$ cat config.mk
export PLATFORM = sky130hd
export DESIGN_NAME = fg_shape_gen_flat
export DESIGN_NICKNAME = d
export VERILOG_FILES = /design/src/rtl/fg_shape_gen_if.sv /design/src/rtl/fg_shape_gen.sv /design/src/flat_wrapper.sv
export SDC_FILE = /design/constraint.sdc
export NUM_CORES = 1
export LEC_CHECK = 0
export CORE_MARGIN = 2
export CORE_UTILIZATION = 35
export DETAILED_ROUTE_END_ITERATION = 8
export PLACE_DENSITY = 0.55
export SLEW_MARGIN = 20
export SYNTH_ARGS = -nofsm -noshare
export SYNTH_HDL_FRONTEND = slang
export SYNTH_SLANG_ARGS = --single-unit
$ cat constraint.sdc
create_clock -name clk_i -period 6.1 [get_ports clk_i]
set_input_delay 0.915 -clock clk_i [delete_from_list [all_inputs] [get_ports clk_i]]
set_output_delay 0.915 -clock clk_i [all_outputs]
set_load 0.02 [all_outputs]
$ cat src/rtl/fg_shape_gen_if.sv
// Signal bundle for fg_shape_gen: timebase, strobe, shape configuration and
// the registered waveform output.
interface fg_shape_gen_if #(
    parameter int COUNTER_BITWIDTH  = 32,
    parameter int WAVEFORM_BITWIDTH = 16
);
    logic                         enable_i;
    logic                         strb_data_valid_i;
    logic [COUNTER_BITWIDTH-1:0]  counterValue_i;
    logic [COUNTER_BITWIDTH-1:0]  counter_i;
    logic                         cfg_load_i;
    logic [1:0]                   mode_i;
    logic [COUNTER_BITWIDTH-1:0]  ON_counter_i;
    logic [WAVEFORM_BITWIDTH-1:0] k_rise_i;
    logic [WAVEFORM_BITWIDTH-1:0] k_fall_i;
    logic [WAVEFORM_BITWIDTH-1:0] amplitude_i;
    logic [WAVEFORM_BITWIDTH-1:0] offset_i;
    logic                         invert_i;
    logic [WAVEFORM_BITWIDTH-1:0] out_o;
    logic                         strb_data_valid_o;
    logic [1:0]                   state_o;
    logic                         cfg_pending_o;

    modport master (
        output enable_i, strb_data_valid_i, counterValue_i, counter_i,
        output cfg_load_i, mode_i, ON_counter_i, k_rise_i, k_fall_i,
        output amplitude_i, offset_i, invert_i,
        input  out_o, strb_data_valid_o, state_o, cfg_pending_o
    );

    modport slave (
        input  enable_i, strb_data_valid_i, counterValue_i, counter_i,
        input  cfg_load_i, mode_i, ON_counter_i, k_rise_i, k_fall_i,
        input  amplitude_i, offset_i, invert_i,
        output out_o, strb_data_valid_o, state_o, cfg_pending_o
    );
endinterface

$ cat src/rtl/fg_shape_gen.sv
// Strobe-driven per-period envelope generator (trapezoid, ramp-hold, square,
// triangle) with shadowed configuration and a saturating invert/offset stage.
module fg_shape_gen #(
    parameter int COUNTER_BITWIDTH  = 32,
    parameter int WAVEFORM_BITWIDTH = 16
) (
    input  logic          clk_i,
    input  logic          rstn_i,
    fg_shape_gen_if.slave bus
);

    localparam int CW = COUNTER_BITWIDTH;
    localparam int WW = WAVEFORM_BITWIDTH;

    typedef enum logic [1:0] {
        ST_IDLE = 2'd0,
        ST_RISE = 2'd1,
        ST_ON   = 2'd2,
        ST_FALL = 2'd3
    } state_e;

    typedef enum logic [1:0] {
        MODE_TRAPEZOID = 2'd0,
        MODE_RAMP_HOLD = 2'd1,
        MODE_SQUARE    = 2'd2,
        MODE_TRIANGLE  = 2'd3
    } mode_e;

    typedef struct packed {
        mode_e         mode;
        logic [CW-1:0] on_counter;
        logic [WW-1:0] k_rise;
        logic [WW-1:0] k_fall;
        logic [WW-1:0] amp;
        logic [WW-1:0] offset;
        logic          invert;
    } cfg_t;

    function automatic logic [WW-1:0] rise_step(input logic [WW-1:0] v,
                                                input logic [WW-1:0] k,
                                                input logic [WW-1:0] a);
        logic [WW:0] sum;
        sum = {1'b0, v} + {1'b0, k};
        if (sum[WW] || (sum[WW-1:0] > a)) begin
            return a;
        end else begin
            return sum[WW-1:0];
        end
    endfunction

    function automatic logic [WW-1:0] fall_step(input logic [WW-1:0] v,
                                                input logic [WW-1:0] k);
        if (k > v) begin
            return {WW{1'b0}};
        end else begin
            return v - k;
        end
    endfunction

    function automatic logic [WW-1:0] shape_out(input logic [WW-1:0] v,
                                                input logic          inv,
                                                input logic [WW-1:0] a,
                                                input logic [WW-1:0] off);
        logic [WW-1:0] p;
        logic [WW:0]   s;
        if (inv) begin
            p = a - v;
        end else begin
            p = v;
        end
        s = {1'b0, off} + {1'b0, p};
        if (s[WW]) begin
            return {WW{1'b1}};
        end else begin
            return s[WW-1:0];
        end
    endfunction

    cfg_t          cfg_q, cfg_d;
    cfg_t          shadow_q, shadow_d;
    cfg_t          cfg_in_s;
    logic          pending_q, pending_d;
    state_e        state_q, state_d;
    state_e        shape_next_s;
    logic [WW-1:0] val_q, val_d;
    logic [WW-1:0] step_val_s;
    logic          vld_q, vld_d;
    logic [WW-1:0] out_q, out_d;
    logic          out_vld_q, out_vld_d;
    logic          started_q, started_d;

    logic strobe_s, restart_s, apply_s;
    logic at_on_s, at_end_s, at_amp_s, at_zero_s;

    assign strobe_s  = bus.enable_i & bus.strb_data_valid_i;
    assign restart_s = strobe_s & (bus.counterValue_i == {CW{1'b0}});
    assign apply_s   = restart_s | ~bus.enable_i;

    assign at_on_s   = (bus.counterValue_i == cfg_q.on_counter);
    assign at_end_s  = (bus.counterValue_i == bus.counter_i);
    assign at_amp_s  = (val_q == cfg_q.amp);
    assign at_zero_s = (val_q == {WW{1'b0}});

    // Shadow capture and apply; a load on an apply cycle goes straight to active.
    always_comb begin
        cfg_in_s.mode       = mode_e'(bus.mode_i);
        cfg_in_s.on_counter = bus.ON_counter_i;
        cfg_in_s.k_rise     = bus.k_rise_i;
        cfg_in_s.k_fall     = bus.k_fall_i;
        cfg_in_s.amp        = bus.amplitude_i;
        cfg_in_s.offset     = bus.offset_i;
        cfg_in_s.invert     = bus.invert_i;
        cfg_d     = cfg_q;
        shadow_d  = shadow_q;
        pending_d = pending_q;
        if (apply_s) begin
            if (bus.cfg_load_i) begin
                cfg_d = cfg_in_s;
            end else if (pending_q) begin
                cfg_d = shadow_q;
            end else begin
                cfg_d = cfg_q;
            end
            pending_d = 1'b0;
        end else if (bus.cfg_load_i) begin
            shadow_d  = cfg_in_s;
            pending_d = 1'b1;
        end else begin
            pending_d = pending_q;
        end
    end

    // Envelope-mode transitions on a non-restart strobe.
    always_comb begin
        shape_next_s = state_q;
        case (state_q)
            ST_RISE: begin
                case (cfg_q.mode)
                    MODE_TRAPEZOID: begin
                        if (at_on_s) begin
                            shape_next_s = ST_FALL;
                        end else if (at_amp_s) begin
                            shape_next_s = ST_ON;
                        end else if (at_end_s) begin
                            shape_next_s = ST_IDLE;
                        end else begin
                            shape_next_s = ST_RISE;
                        end
                    end
                    MODE_RAMP_HOLD: shape_next_s = at_amp_s ? ST_ON : ST_RISE;
                    MODE_TRIANGLE:  shape_next_s = at_amp_s ? ST_FALL : ST_RISE;
                    default:        shape_next_s = ST_RISE;
                endcase
            end
            ST_ON: begin
                case (cfg_q.mode)
                    MODE_TRAPEZOID: shape_next_s = at_on_s ? ST_FALL : ST_ON;
                    MODE_TRIANGLE:  shape_next_s = ST_FALL;
                    default:        shape_next_s = ST_ON;
                endcase
            end
            ST_FALL: shape_next_s = at_zero_s ? ST_IDLE : ST_FALL;
            ST_IDLE: shape_next_s = ST_IDLE;
            default: shape_next_s = ST_IDLE;
        endcase
    end

    // Value step follows the state held before this strobe's transition.
    always_comb begin
        step_val_s = val_q;
        case (state_q)
            ST_RISE: step_val_s = rise_step(val_q, cfg_q.k_rise, cfg_q.amp);
            ST_FALL: step_val_s = fall_step(val_q, cfg_q.k_fall);
            ST_ON:   step_val_s = val_q;
            ST_IDLE: step_val_s = {WW{1'b0}};
            default: step_val_s = {WW{1'b0}};
        endcase
    end

    // Next state and value: disable, restart, regular strobe, or hold.
    always_comb begin
        state_d = state_q;
        val_d   = val_q;
        if (!bus.enable_i) begin
            state_d = ST_IDLE;
            val_d   = {WW{1'b0}};
        end else if (restart_s) begin
            if (cfg_d.mode == MODE_SQUARE) begin
                if (cfg_d.on_counter == {CW{1'b0}}) begin
                    state_d = ST_IDLE;
                    val_d   = {WW{1'b0}};
                end else begin
                    state_d = ST_ON;
                    val_d   = cfg_d.amp;
                end
            end else begin
                state_d = ST_RISE;
                val_d   = {WW{1'b0}};
            end
        end else if (strobe_s) begin
            if (cfg_q.mode == MODE_SQUARE) begin
                if (bus.counterValue_i < cfg_q.on_counter) begin
                    state_d = ST_ON;
                    val_d   = cfg_q.amp;
                end else begin
                    state_d = ST_IDLE;
                    val_d   = {WW{1'b0}};
                end
            end else begin
                state_d = shape_next_s;
                val_d   = step_val_s;
            end
        end else begin
            state_d = state_q;
            val_d   = val_q;
        end
    end

    // Output stage; stays at zero after reset until the first period restart.
    always_comb begin
        vld_d     = strobe_s;
        started_d = started_q | restart_s;
        out_vld_d = 1'b0;
        out_d     = out_q;
        if (!bus.enable_i) begin
            out_d     = {WW{1'b0}};
            out_vld_d = 1'b0;
        end else if (vld_q) begin
            out_vld_d = 1'b1;
            if (started_q) begin
                out_d = shape_out(val_q, cfg_q.invert, cfg_q.amp, cfg_q.offset);
            end else begin
                out_d = {WW{1'b0}};
            end
        end else begin
            out_d     = out_q;
            out_vld_d = 1'b0;
        end
    end

    // Configuration registers.
    always_ff @(posedge clk_i or negedge rstn_i) begin
        if (!rstn_i) begin
            cfg_q     <= '0;
            shadow_q  <= '0;
            pending_q <= 1'b0;
        end else begin
            cfg_q     <= cfg_d;
            shadow_q  <= shadow_d;
            pending_q <= pending_d;
        end
    end

    // Envelope state and value registers.
    always_ff @(posedge clk_i or negedge rstn_i) begin
        if (!rstn_i) begin
            state_q   <= ST_IDLE;
            val_q     <= {WW{1'b0}};
            vld_q     <= 1'b0;
            started_q <= 1'b0;
        end else begin
            state_q   <= state_d;
            val_q     <= val_d;
            vld_q     <= vld_d;
            started_q <= started_d;
        end
    end

    // Output registers.
    always_ff @(posedge clk_i or negedge rstn_i) begin
        if (!rstn_i) begin
            out_q     <= {WW{1'b0}};
            out_vld_q <= 1'b0;
        end else begin
            out_q     <= out_d;
            out_vld_q <= out_vld_d;
        end
    end

    assign bus.out_o             = out_q;
    assign bus.strb_data_valid_o = out_vld_q;
    assign bus.state_o           = state_q;
    assign bus.cfg_pending_o     = pending_q;

endmodule

$ cat src/flat_wrapper.sv
// flat-port wrapper written by rule: the top's interface ports become plain ports
module fg_shape_gen_flat 
#(
    parameter int COUNTER_BITWIDTH  = 32,
    parameter int WAVEFORM_BITWIDTH = 16
)
  (clk_i, rstn_i, bus_enable_i, bus_strb_data_valid_i, bus_counterValue_i, bus_counter_i, bus_cfg_load_i, bus_mode_i, bus_ON_counter_i, bus_k_rise_i, bus_k_fall_i, bus_amplitude_i, bus_offset_i, bus_invert_i, bus_out_o, bus_strb_data_valid_o, bus_state_o, bus_cfg_pending_o);
  fg_shape_gen_if #(.COUNTER_BITWIDTH(COUNTER_BITWIDTH), .WAVEFORM_BITWIDTH(WAVEFORM_BITWIDTH)) bus_i ();
  input  logic clk_i;
  input  logic rstn_i;
  input wire logic [$bits(bus_i.enable_i)-1:0] bus_enable_i;
  input wire logic [$bits(bus_i.strb_data_valid_i)-1:0] bus_strb_data_valid_i;
  input wire logic [$bits(bus_i.counterValue_i)-1:0] bus_counterValue_i;
  input wire logic [$bits(bus_i.counter_i)-1:0] bus_counter_i;
  input wire logic [$bits(bus_i.cfg_load_i)-1:0] bus_cfg_load_i;
  input wire logic [$bits(bus_i.mode_i)-1:0] bus_mode_i;
  input wire logic [$bits(bus_i.ON_counter_i)-1:0] bus_ON_counter_i;
  input wire logic [$bits(bus_i.k_rise_i)-1:0] bus_k_rise_i;
  input wire logic [$bits(bus_i.k_fall_i)-1:0] bus_k_fall_i;
  input wire logic [$bits(bus_i.amplitude_i)-1:0] bus_amplitude_i;
  input wire logic [$bits(bus_i.offset_i)-1:0] bus_offset_i;
  input wire logic [$bits(bus_i.invert_i)-1:0] bus_invert_i;
  output wire logic [$bits(bus_i.out_o)-1:0] bus_out_o;
  output wire logic [$bits(bus_i.strb_data_valid_o)-1:0] bus_strb_data_valid_o;
  output wire logic [$bits(bus_i.state_o)-1:0] bus_state_o;
  output wire logic [$bits(bus_i.cfg_pending_o)-1:0] bus_cfg_pending_o;
  assign bus_i.enable_i = bus_enable_i;
  assign bus_i.strb_data_valid_i = bus_strb_data_valid_i;
  assign bus_i.counterValue_i = bus_counterValue_i;
  assign bus_i.counter_i = bus_counter_i;
  assign bus_i.cfg_load_i = bus_cfg_load_i;
  assign bus_i.mode_i = bus_mode_i;
  assign bus_i.ON_counter_i = bus_ON_counter_i;
  assign bus_i.k_rise_i = bus_k_rise_i;
  assign bus_i.k_fall_i = bus_k_fall_i;
  assign bus_i.amplitude_i = bus_amplitude_i;
  assign bus_i.offset_i = bus_offset_i;
  assign bus_i.invert_i = bus_invert_i;
  assign bus_out_o = bus_i.out_o;
  assign bus_strb_data_valid_o = bus_i.strb_data_valid_o;
  assign bus_state_o = bus_i.state_o;
  assign bus_cfg_pending_o = bus_i.cfg_pending_o;
  fg_shape_gen #(.COUNTER_BITWIDTH(COUNTER_BITWIDTH), .WAVEFORM_BITWIDTH(WAVEFORM_BITWIDTH)) u_core (.clk_i(clk_i), .rstn_i(rstn_i), .bus(bus_i));
endmodule
==> impl_metrics.ini, run 1 <==
[outcome]
status = completed

[critical_path]
endpoint_kind = flop
cp.required_ns = 6.55
cp.arrival_ns = 5.83
cpPeakStageDelay_ns = 0.56
critPathKind = flop to flop
start_kind = flop
path_max_fanout = 14
path_cells = ha_1 -> a211oi_1 -> o21ai_0 -> nand4_1 -> nand3_1 -> o41ai_1 -> o21ai_0 -> xnor2_1 -> inv_1 -> ha_1 -> nand4_1 -> or3_1 -> nor4_1 -> o221ai_1 -> a22o_1 -> a221o_1 -> a211oi_1 -> a221oi_1
cp_slowest_cell = o41ai_1
ff2ff_path_depth = 18

[pwr]
power_leakage_nw = 8.30
clockPowerShare = 0.268
power_frac_comb = 0.414
power_frac_seq = 0.318
p_int_mw = 3.95
switching_share = 0.385
powerDensity_mw_per_mm2 = 323
vdd_drop_max_mv = 0.212
p_switching_mw = 2.47

[detailed_routing]
initialDrtViolationCount = 1280
post_drt_wl_per_cell_um = 22.9
dr.pass1.iters = 5
drc = 0
viasPerCell = 5.86
drtAntennaViolNets = 0
wirelength_um = 59500
vias = 15194

[synthesis]
async_flop_share = 1.00
syn_avg_cell_area_um2 = 9.03
syn_area_mm2 = 0.0164
syn_nets = 2111
synth-main-ff-cell = dfrtp_1
yosys.cell_types.count = 77
synth_edf_count = 0
seq_area_frac_synth = 0.359
ys_warn_count = 0
ys_ff_latch = 236
syn_inst = 1821

[clock_tree]
holdBufCountCts = 0
cts_resized = 0
root_buffer = clkbuf_16
numCtsBuffers = 29
cts_max_path_buffers = 3
cts_tree = yes
htree_num_levels = 1
clkTransAtPathRegs_ns = 0.06
post_cts_buffers = 0
clock_insertion_delay_worst_skew_ns = 0.59
clock-sinks = 236

[sta]
holdWs_ns = 0.350
drv_slew = 0
worst_slew_pin_slew_ns = 0.874
hold_viol_final = 0
skew_ns = 0.0117
finalSetupViolCount = 0
setup_tns_ns = 0
min_period_over_period = 0.883
worst_slack_ns = 0.715
fmax_mhz = 186
period_needed_ns = 5.39
grt_setup_unrepaired = false
slew_headroom = 0.416

[global_routing]
grt_use_total = 0.243
grt_pass1_vias = 14856
antenna_found_initial = 3
grt_pass1_wl_um = 90800
overflow = 0
grt_max_degree = 135

[placed_design]
dp_hpwl_um = 44200
io_buffers = 187
routabilityCongestion = 0.969
dpl_cell_area_mm2 = 0.0190
pre_cts_slack_ns = 0.681

[flow_run]
cap_violations = 0

[final_layout]
stdcell_area_mm2 = 0.0199
nNetsFinal = 2261
drive_above_1_share = 0.103
syn2layout_area_growth_pct = 21.1
utilization = 0.429

[floorplan]
die_area_mm2 = 0.0487
die_w_um = 221
coreArea_mm2 = 0.0465
die_y_um = 221
rows = 79
io-pin-count = 188
initial_core_util = 0.354

[worst_hold_path]
hold_class = input port to async pin
-- layer usage --
metal	vias up	global-route usage	wire length, µm
li1	7111	-	-
met1	7529	0.349	28200
met2	476	0.384	26600
met3	78	0.0338	3290
met4	0	0.0618	1440
met5	-	0	0
-- layout make-up --
class | instances | area (µm²)
Antenna cell | 2 | 5.00
Timing Repair Buffer | 218 | 2170
Fill cell | 4568 | 26500
Clock buffer | 39 | 823
Inverter | 125 | 469
Multi-Input combinational cell | 1361 | 9680
Tap cell | 607 | 759
Clock inverter | 6 | 97.6
Sequential cell | 236 | 5910
-- metrics by stage --
stage / cells / total power, mW
after floorplan: 1821 / 3.78
after global placement: 2546 / 4.65
after detailed placement: 2546 / 4.69
after CTS: 2591 / 6.45
after global routing: 2594 / 6.83
final: 2594 / 6.42
-- path summary, 6_finish.rpt --
kind | from | slack [ns] | endpoint
max in group asynchronous | rstn_i | 4.47 | u_core.shadow_q[70]
max | u_core.val_q[0] | 0.71 | u_core.val_q[12]
min in group clk_i | u_core.bus.out_o[14] | 0.47 | u_core.bus.out_o[14]
min | rstn_i | 0.35 | u_core.bus.strb_data_valid_o
max reg2reg | u_core.val_q[0] | 0.71 | u_core.val_q[12]
min reg2reg | u_core.bus.out_o[14] | 0.47 | u_core.bus.out_o[14]
-- cells in the mapped netlist (16+ instances only) --
cell type,number,share of area
a21oi_1,137,0.042
a22o_1,16,0.0085
a22oi_1,23,0.011
clkbuf_1,85,0.019
dfrtp_1,236,0.36
ha_1,118,0.090
inv_1,123,0.028
mux2_2,100,0.068
nand2_1,102,0.023
nand2b_1,25,0.0095
nand3_1,48,0.015
nand4_1,27,0.010
nor2_1,87,0.020
nor2b_1,19,0.0072
nor3_1,31,0.0094
nor4_1,24,0.0091
o21ai_0,134,0.041
o22ai_1,77,0.029
or3_1,70,0.027
xnor2_1,56,0.030
-- power by group through the flow --
stage | clock network (mW) | logic (mW) | registers (mW)
after global routing | 1.83 | 2.94 | 2.07
after global placement | 0 | 2.59 | 2.05
final | 1.72 | 2.66 | 2.04
after CTS | 1.77 | 2.64 | 2.03
after detailed placement | 0 | 2.63 | 2.06
after floorplan | 0 | 1.84 | 1.95
-- sequential cells by signal, indices dropped and copies added, names as in the netlist --
| name | flops |
|---|---|
| u_core.cfg_q | 99 |
| u_core.shadow_q | 99 |
| u_core.bus.out_o | 16 |
| u_core.val_q | 16 |
| u_core.bus.state_o | 2 |
| u_core.bus.cfg_pending_o | 1 |
| u_core.bus.strb_data_valid_o | 1 |
| u_core.started_q | 1 |
| u_core.vld_q | 1 |
-- kinds of logic (layout without fill, tap and decap cells) --
group           Yosys count  after routing  share of synthesized area
compound gates          564            564                      0.222
xor+xnor                 66             66                     0.0352
fa+ha+maj               122            122                     0.0947
buf+inv                 224            388                     0.0531
flops                   236            236                      0.359
mux                     115            115                     0.0776
other cells               0              2                          0
simple gates            494            494                      0.158
-- critical path, delay by kind of cell, from the launching register on --
| kind | cells | cell delay [ns] |
|---|---|---|
| adders and majority gates | 2 | 0.57 |
| xor gates and xnor gates | 1 | 0.27 |
| buffers and inverters | 1 | 0.07 |
| AOI/OAI and AO/OA | 9 | 2.89 |
| and+or+nand+nor | 5 | 0.98 |
| DFF | 1 | 0.46 |
-- cell usage in the layout (no fill, tap or decap), types with 11 or more instances in the layout --
cell and n:
buf_4 26, nand4_1 27, clkbuf_16 29, nand2b_1 25, a21oi_1 136, mux2_2 100, mux2i_1 15, a211oi_1 15
o21ai_0 132, inv_1 122, nor3_1 31, a22oi_1 23, a31oi_1 13, ha_1 118, o211ai_1 15, nor4_1 24
xnor2_1 56, nand2_1 100, or3_1 70, nor2_1 87, o22ai_1 77, a22o_1 16, dfrtp_1 235, nand3_1 48
clkdlybuf4s50_1 185, nor2b_1 19, a21o_1 11
Note: power is estimated with default switching activity, not from simulation.
==> run 2, diff against run 1 <==
--- a/config.mk
+++ b/config.mk
@@ -9,7 +9,7 @@
 export CORE_UTILIZATION = 35
 export DETAILED_ROUTE_END_ITERATION = 8
 export PLACE_DENSITY = 0.55
-export SLEW_MARGIN = 20
+export SLEW_MARGIN = 15
 export SYNTH_ARGS = -nofsm -noshare
 export SYNTH_HDL_FRONTEND = slang
 export SYNTH_SLANG_ARGS = --single-unit
==> run 2 against run 1 <==
Count of clock-buffer cells in the layout unchanged. Combinational power about the same. Core utilization about the same. Final area about the same. Clock power about the same. Sequential share of layout area about the same. Clock skew decreased by 0.00098 ns. Critical path type unchanged. Critical endpoint unchanged. Largest power group unchanged.
==> impl_metrics.ini, run 2 (synthesis results as in run 1) <==
[pwr]
p_switching_mw = 2.47
powerDensity_mw_per_mm2 = 323
power_frac_comb = 0.414
total_power_mw = 6.42
switching_share = 0.385
power_leakage_nw = 8.30
p_int_mw = 3.95
power_frac_seq = 0.318
vdd_drop_max_mv = 0.213
clockPowerShare = 0.268

[detailed_routing]
viasPerCell = 5.85
initialDrtViolationCount = 1342
vias = 15175
drtAntennaViolNets = 0
drc = 0
post_drt_wl_per_cell_um = 22.9
wirelength_um = 59400
dr.pass1.iters = 5

[clock_tree]
cts_resized = 0
root_buffer = clkbuf_16
clkTransAtPathRegs_ns = 0.06
post_cts_buffers = 0
holdBufCountCts = 0
cts_max_path_buffers = 3
htree_num_levels = 1
cts_tree = yes
numCtsBuffers = 29
clock-sinks = 236
clock_insertion_delay_worst_skew_ns = 0.59

[critical_path]
ff2ff_path_depth = 18
reg2reg_slack_ns = 0.72
worstReg2RegStart = u_core.cfg_q[50]
path_cells = ha_1 -> a211oi_1 -> o21ai_0 -> nand4_1 -> nand3_1 -> o41ai_1 -> o21ai_0 -> xnor2_1 -> inv_1 -> ha_1 -> nand4_1 -> or3_1 -> nor4_1 -> o221ai_1 -> a22o_1 -> a221o_1 -> a211oi_1 -> a221oi_1
critPathKind = flop to flop
cp.arrival_ns = 5.83
path_max_fanout = 14
crit_start = u_core.cfg_q[50]
reg2reg_to = u_core.val_q[12]
cp_num_cells = 18
cp_slowest_cell = o41ai_1
cp.required_ns = 6.55
cp_num_buf_inv = 1
crit_end = u_core.val_q[12]
cpPeakStageDelay_ns = 0.53
start_kind = flop
endpoint_kind = flop
crit_family = compound AO/OA/AOI/OAI gates

[sta]
slew_headroom = 0.276
drv_slew = 0
period_needed_ns = 5.38
skew_ns = 0.0107
finalSetupViolCount = 0
hold_viol_final = 0
fmax_mhz = 186
worst_slack_ns = 0.716
setup_tns_ns = 0
min_period_over_period = 0.883
holdWs_ns = 0.350
worst_slew_pin_slew_ns = 1.08
grt_setup_unrepaired = false

[floorplan]
die_w_um = 221
initial_core_util = 0.354
io-pin-count = 188
die_y_um = 221
die_area_mm2 = 0.0487
rows = 79
coreArea_mm2 = 0.0465

[final_layout]
drive_above_1_share = 0.103
layout.cells.most_common_list = 235 x dfrtp_1, 185 x clkdlybuf4s50_1, 136 x a21oi_1
stdcell_area_mm2 = 0.0199
syn2layout_area_growth_pct = 21.0
reg_top3 = u_core.cfg_q (99), u_core.shadow_q (99)
seq_area_mm2 = 0.00591
multi_input_area_mm2 = 0.00968
nFillCells = 4568
nNetsFinal = 2260
layout_commonest_cell = dfrtp_1

[global_routing]
grt_use_total = 0.243
grt_pass1_vias = 14856
grt_pass1_wl_um = 90800
grt_max_degree = 135
overflow = 0
antenna_found_initial = 3

[placed_design]
pre_cts_slack_ns = 0.681
dp_hpwl_um = 44200
routabilityCongestion = 0.969
io_buffers = 187
dpl_cell_area_mm2 = 0.0190

[flow_run]
cap_violations = 0

[outcome]
status = completed

[worst_hold_path]
hold_class = input port to async pin
[run 2: changes by cell type in the layout (fill, tap and decap cells not counted)]
cell / delta
buf_4: -1
[run 2: layout make-up]
cell class / count / share of cell area
repair buffers: 217 / 0.108
diodes: 2 / 0.000251
clock inverters: 6 / 0.00490
inverters: 125 / 0.0236
flip-flops and latches: 236 / 0.297
multi-input cells: 1361 / 0.486
clock buffers: 39 / 0.0414
well taps: 607 / 0.0382
[run 2: power by group through the flow]
| stage | Clock, mW | Sequential [mW] | Combinational (mW) |
|---|---|---|---|
| floorplan | 0 | 1.95 | 1.84 |
| CTS | 1.77 | 2.03 | 2.64 |
| global route | 1.83 | 2.07 | 2.94 |
| finish | 1.72 | 2.04 | 2.66 |
| detailed placement | 0 | 2.06 | 2.63 |
| global placement | 0 | 2.05 | 2.59 |
[run 2: worst register-to-register path, cell delays in order, from the launching register on]
cell and delay [ns]:
dfrtp_1 0.40, ha_1 0.29, a211oi_1 0.35, o21ai_0 0.19, nand4_1 0.11, nand3_1 0.11, o41ai_1 0.53, o21ai_0 0.24
xnor2_1 0.27, inv_1 0.07, ha_1 0.30, nand4_1 0.15, or3_1 0.40, nor4_1 0.23, o221ai_1 0.29, a22o_1 0.51
a221o_1 0.37, a211oi_1 0.33, a221oi_1 0.09
[run 2: worst min path at each step]
stage / from / end / cells past startpoint
6_report: rstn_i / u_core.bus.strb_data_valid_o / 1
5_1_grt: rstn_i / u_core.bus.strb_data_valid_o / 1
4_1_cts: rstn_i / u_core.bus.strb_data_valid_o / 1
3_5_place_dp: u_core.cfg_q[44] / u_core.cfg_q[44] / 2
3_3_place_gp: u_core.cfg_q[43] / u_core.cfg_q[43] / 2
2_1_floorplan: u_core.cfg_q[41] / u_core.cfg_q[41] / 2
[run 2: stage by stage]
step,utilization,instances
2_1_floorplan,-,1821
3_3_place_gp,0.409,2546
3_5_place_dp,0.409,2546
4_1_cts,0.428,2591
5_1_grt,0.428,2593
6_report,0.428,2593
[run 2: per-layer routing]
metal | global-route usage | vias up | share of wire
met2 | 0.384 | 482 | 0.45
met3 | 0.0338 | 79 | 0.060
met5 | 0 | - | 0
li1 | - | 7107 | -
met4 | 0.0618 | 0 | 0.024
met1 | 0.349 | 7507 | 0.47
==> run 3, diff against run 2 <==
--- a/config.mk
+++ b/config.mk
@@ -5,10 +5,11 @@
 export SDC_FILE = /design/constraint.sdc
 export NUM_CORES = 1
 export LEC_CHECK = 0
+export ABC_CLOCK_PERIOD_IN_PS = 6100
 export CORE_MARGIN = 2
-export CORE_UTILIZATION = 35
+export CORE_UTILIZATION = 49
 export DETAILED_ROUTE_END_ITERATION = 8
-export PLACE_DENSITY = 0.55
+export PLACE_DENSITY = 0.72
 export SLEW_MARGIN = 15
 export SYNTH_ARGS = -nofsm -noshare
 export SYNTH_HDL_FRONTEND = slang
==> run 3 against run 2 <==
Cell count fell by 6.2%. Largest cell class unchanged. First-iteration DRC count rose by 5.8%. Combinational power fell by 2%. Power fell by 3.0%. Via count rose by 2.1%. Sequential cell count did not move. Core utilization rose by 16 points. Clock skew rose by 0.0077 ns. Worst setup slack improved by 0.17 ns. Die area fell by 28%.
==> impl_metrics.ini, run 3 (synthesis results as in run 1) <==
[flow_run]
cap_violations = 0

[clock_tree]
root_buffer = clkbuf_16
cts_tree = yes
htree_num_levels = 1
cts_resized = 0
numCtsBuffers = 27
clock_insertion_delay_worst_skew_ns = 0.56
clock-sinks = 236
holdBufCountCts = 0
post_cts_buffers = 0
clkTransAtPathRegs_ns = 0.06
cts_max_path_buffers = 3

[global_routing]
grt_max_degree = 144
grt_use_total = 0.301
overflow = 0
antenna_found_initial = 1
grt_pass1_vias = 15178
grt_pass1_wl_um = 84900

[detailed_routing]
viasPerCell = 6.37
drtAntennaViolNets = 0
drc = 0
post_drt_wl_per_cell_um = 22.2
wirelength_um = 54000
dr.pass1.iters = 8
initialDrtViolationCount = 1420
vias = 15497

[critical_path]
path_max_fanout = 14
cp.arrival_ns = 5.65
crit_family = compound AO/OA/AOI/OAI gates
reg2reg_slack_ns = 0.89
critPathKind = flop to flop
path_cells = ha_1 -> a211oi_1 -> o21ai_0 -> nand4_1 -> nand3_1 -> o41ai_1 -> o21ai_0 -> xnor2_1 -> inv_1 -> ha_1 -> nand4_1 -> or3_1 -> nor4_1 -> o221ai_1 -> a22o_1 -> a222oi_1 -> a21oi_1 -> a22o_1
endpoint_kind = flop
start_kind = flop
cpPeakStageDelay_ns = 0.52
cp_num_buf_inv = 1
cp_slowest_cell = o41ai_1
cp.required_ns = 6.54

[floorplan]
die_w_um = 187
initial_core_util = 0.494
die_area_mm2 = 0.0350
die_y_um = 187
io-pin-count = 188
rows = 67
coreArea_mm2 = 0.0333

[sta]
drv_slew = 0
min_period_over_period = 0.855
hold_viol_final = 0
grt_setup_unrepaired = false
fmax_mhz = 192
setup_tns_ns = 0
skew_ns = 0.0184
period_needed_ns = 5.21
worst_slew_pin_slew_ns = 1.14
finalSetupViolCount = 0
slew_headroom = 0.233

[pwr]
powerDensity_mw_per_mm2 = 318
vdd_drop_max_mv = 0.232
power_leakage_nw = 8.25

[final_layout]
syn2layout_area_growth_pct = 19.2
nNetsFinal = 2257
utilization = 0.589
drive_above_1_share = 0.101
layout_commonest_cell = dfrtp_1
reg_top3 = u_core.cfg_q (99), u_core.shadow_q (99)
final_cells = 2433
stdcell_area_mm2 = 0.0196
layout.cells.most_common_list = 235 x dfrtp_1, 185 x clkdlybuf4s50_1, 137 x a21oi_1

[placed_design]
dp_hpwl_um = 40000
routabilityCongestion = 0.964
dpl_cell_area_mm2 = 0.0187
io_buffers = 187
place_inst = 2386

[outcome]
status = completed

[worst_hold_path]
hold_class = input port to async pin
## run 3: changes by cell type in the layout (fill, tap and decap cells not counted), moves of 2 or more
cell / change
clkinv_4: +2
clkbuf_16: -2
clkbuf_1: +2
bufinv_16: -2
clkbuf_8: +3
buf_12: -2
## run 3: report_power, final
part | total, mW | switching, mW | internal, mW | leakage (nW)
logic | 2.60 | 1.47 | 1.14 | 5.00
registers | 2.04 | 0.247 | 1.79 | 2.82
clock network | 1.58 | 0.665 | 0.918 | 0.421
## run 3: final timing paths
path,startpoint,cells after the start,end
min,rstn_i,1,u_core.bus.out_o[7]
min reg2reg,u_core.bus.out_o[14],2,u_core.bus.out_o[14]
min in group clk_i,u_core.bus.out_o[14],2,u_core.bus.out_o[14]
max reg2reg,u_core.cfg_q[50],18,u_core.val_q[6]
max,u_core.cfg_q[50],18,u_core.val_q[6]
max in group asynchronous,rstn_i,2,u_core.shadow_q[76]
## run 3: per-stage QoR
stage               hold slack [ns]  power, mW  setup slack [ns]
CTS                           0.383       6.21             0.928
finish                        0.350       6.22             0.887
detailed placement            0.475       4.61             0.701
global placement              0.470       4.55             0.789
global route                  0.410       6.61             0.427
floorplan                     0.450       3.78              1.42
## run 3: layer usage
layer	vias up	wire [µm]	GRT usage
met5	-	0	0
met4	0	1630	0.0968
met3	125	4480	0.0497
met2	662	24300	0.475
met1	7623	23500	0.424
li1	7087	-	-
## run 3: layout make-up
type | count | area (µm²)
Antenna cell | 1 | 2.50
Clock buffer | 42 | 822
Clock inverter | 4 | 31.3
Fill cell | 2898 | 13700
Inverter | 125 | 469
Multi-Input combinational cell | 1361 | 9680
Sequential cell | 236 | 5910
Tap cell | 448 | 561
Timing Repair Buffer | 216 | 2130
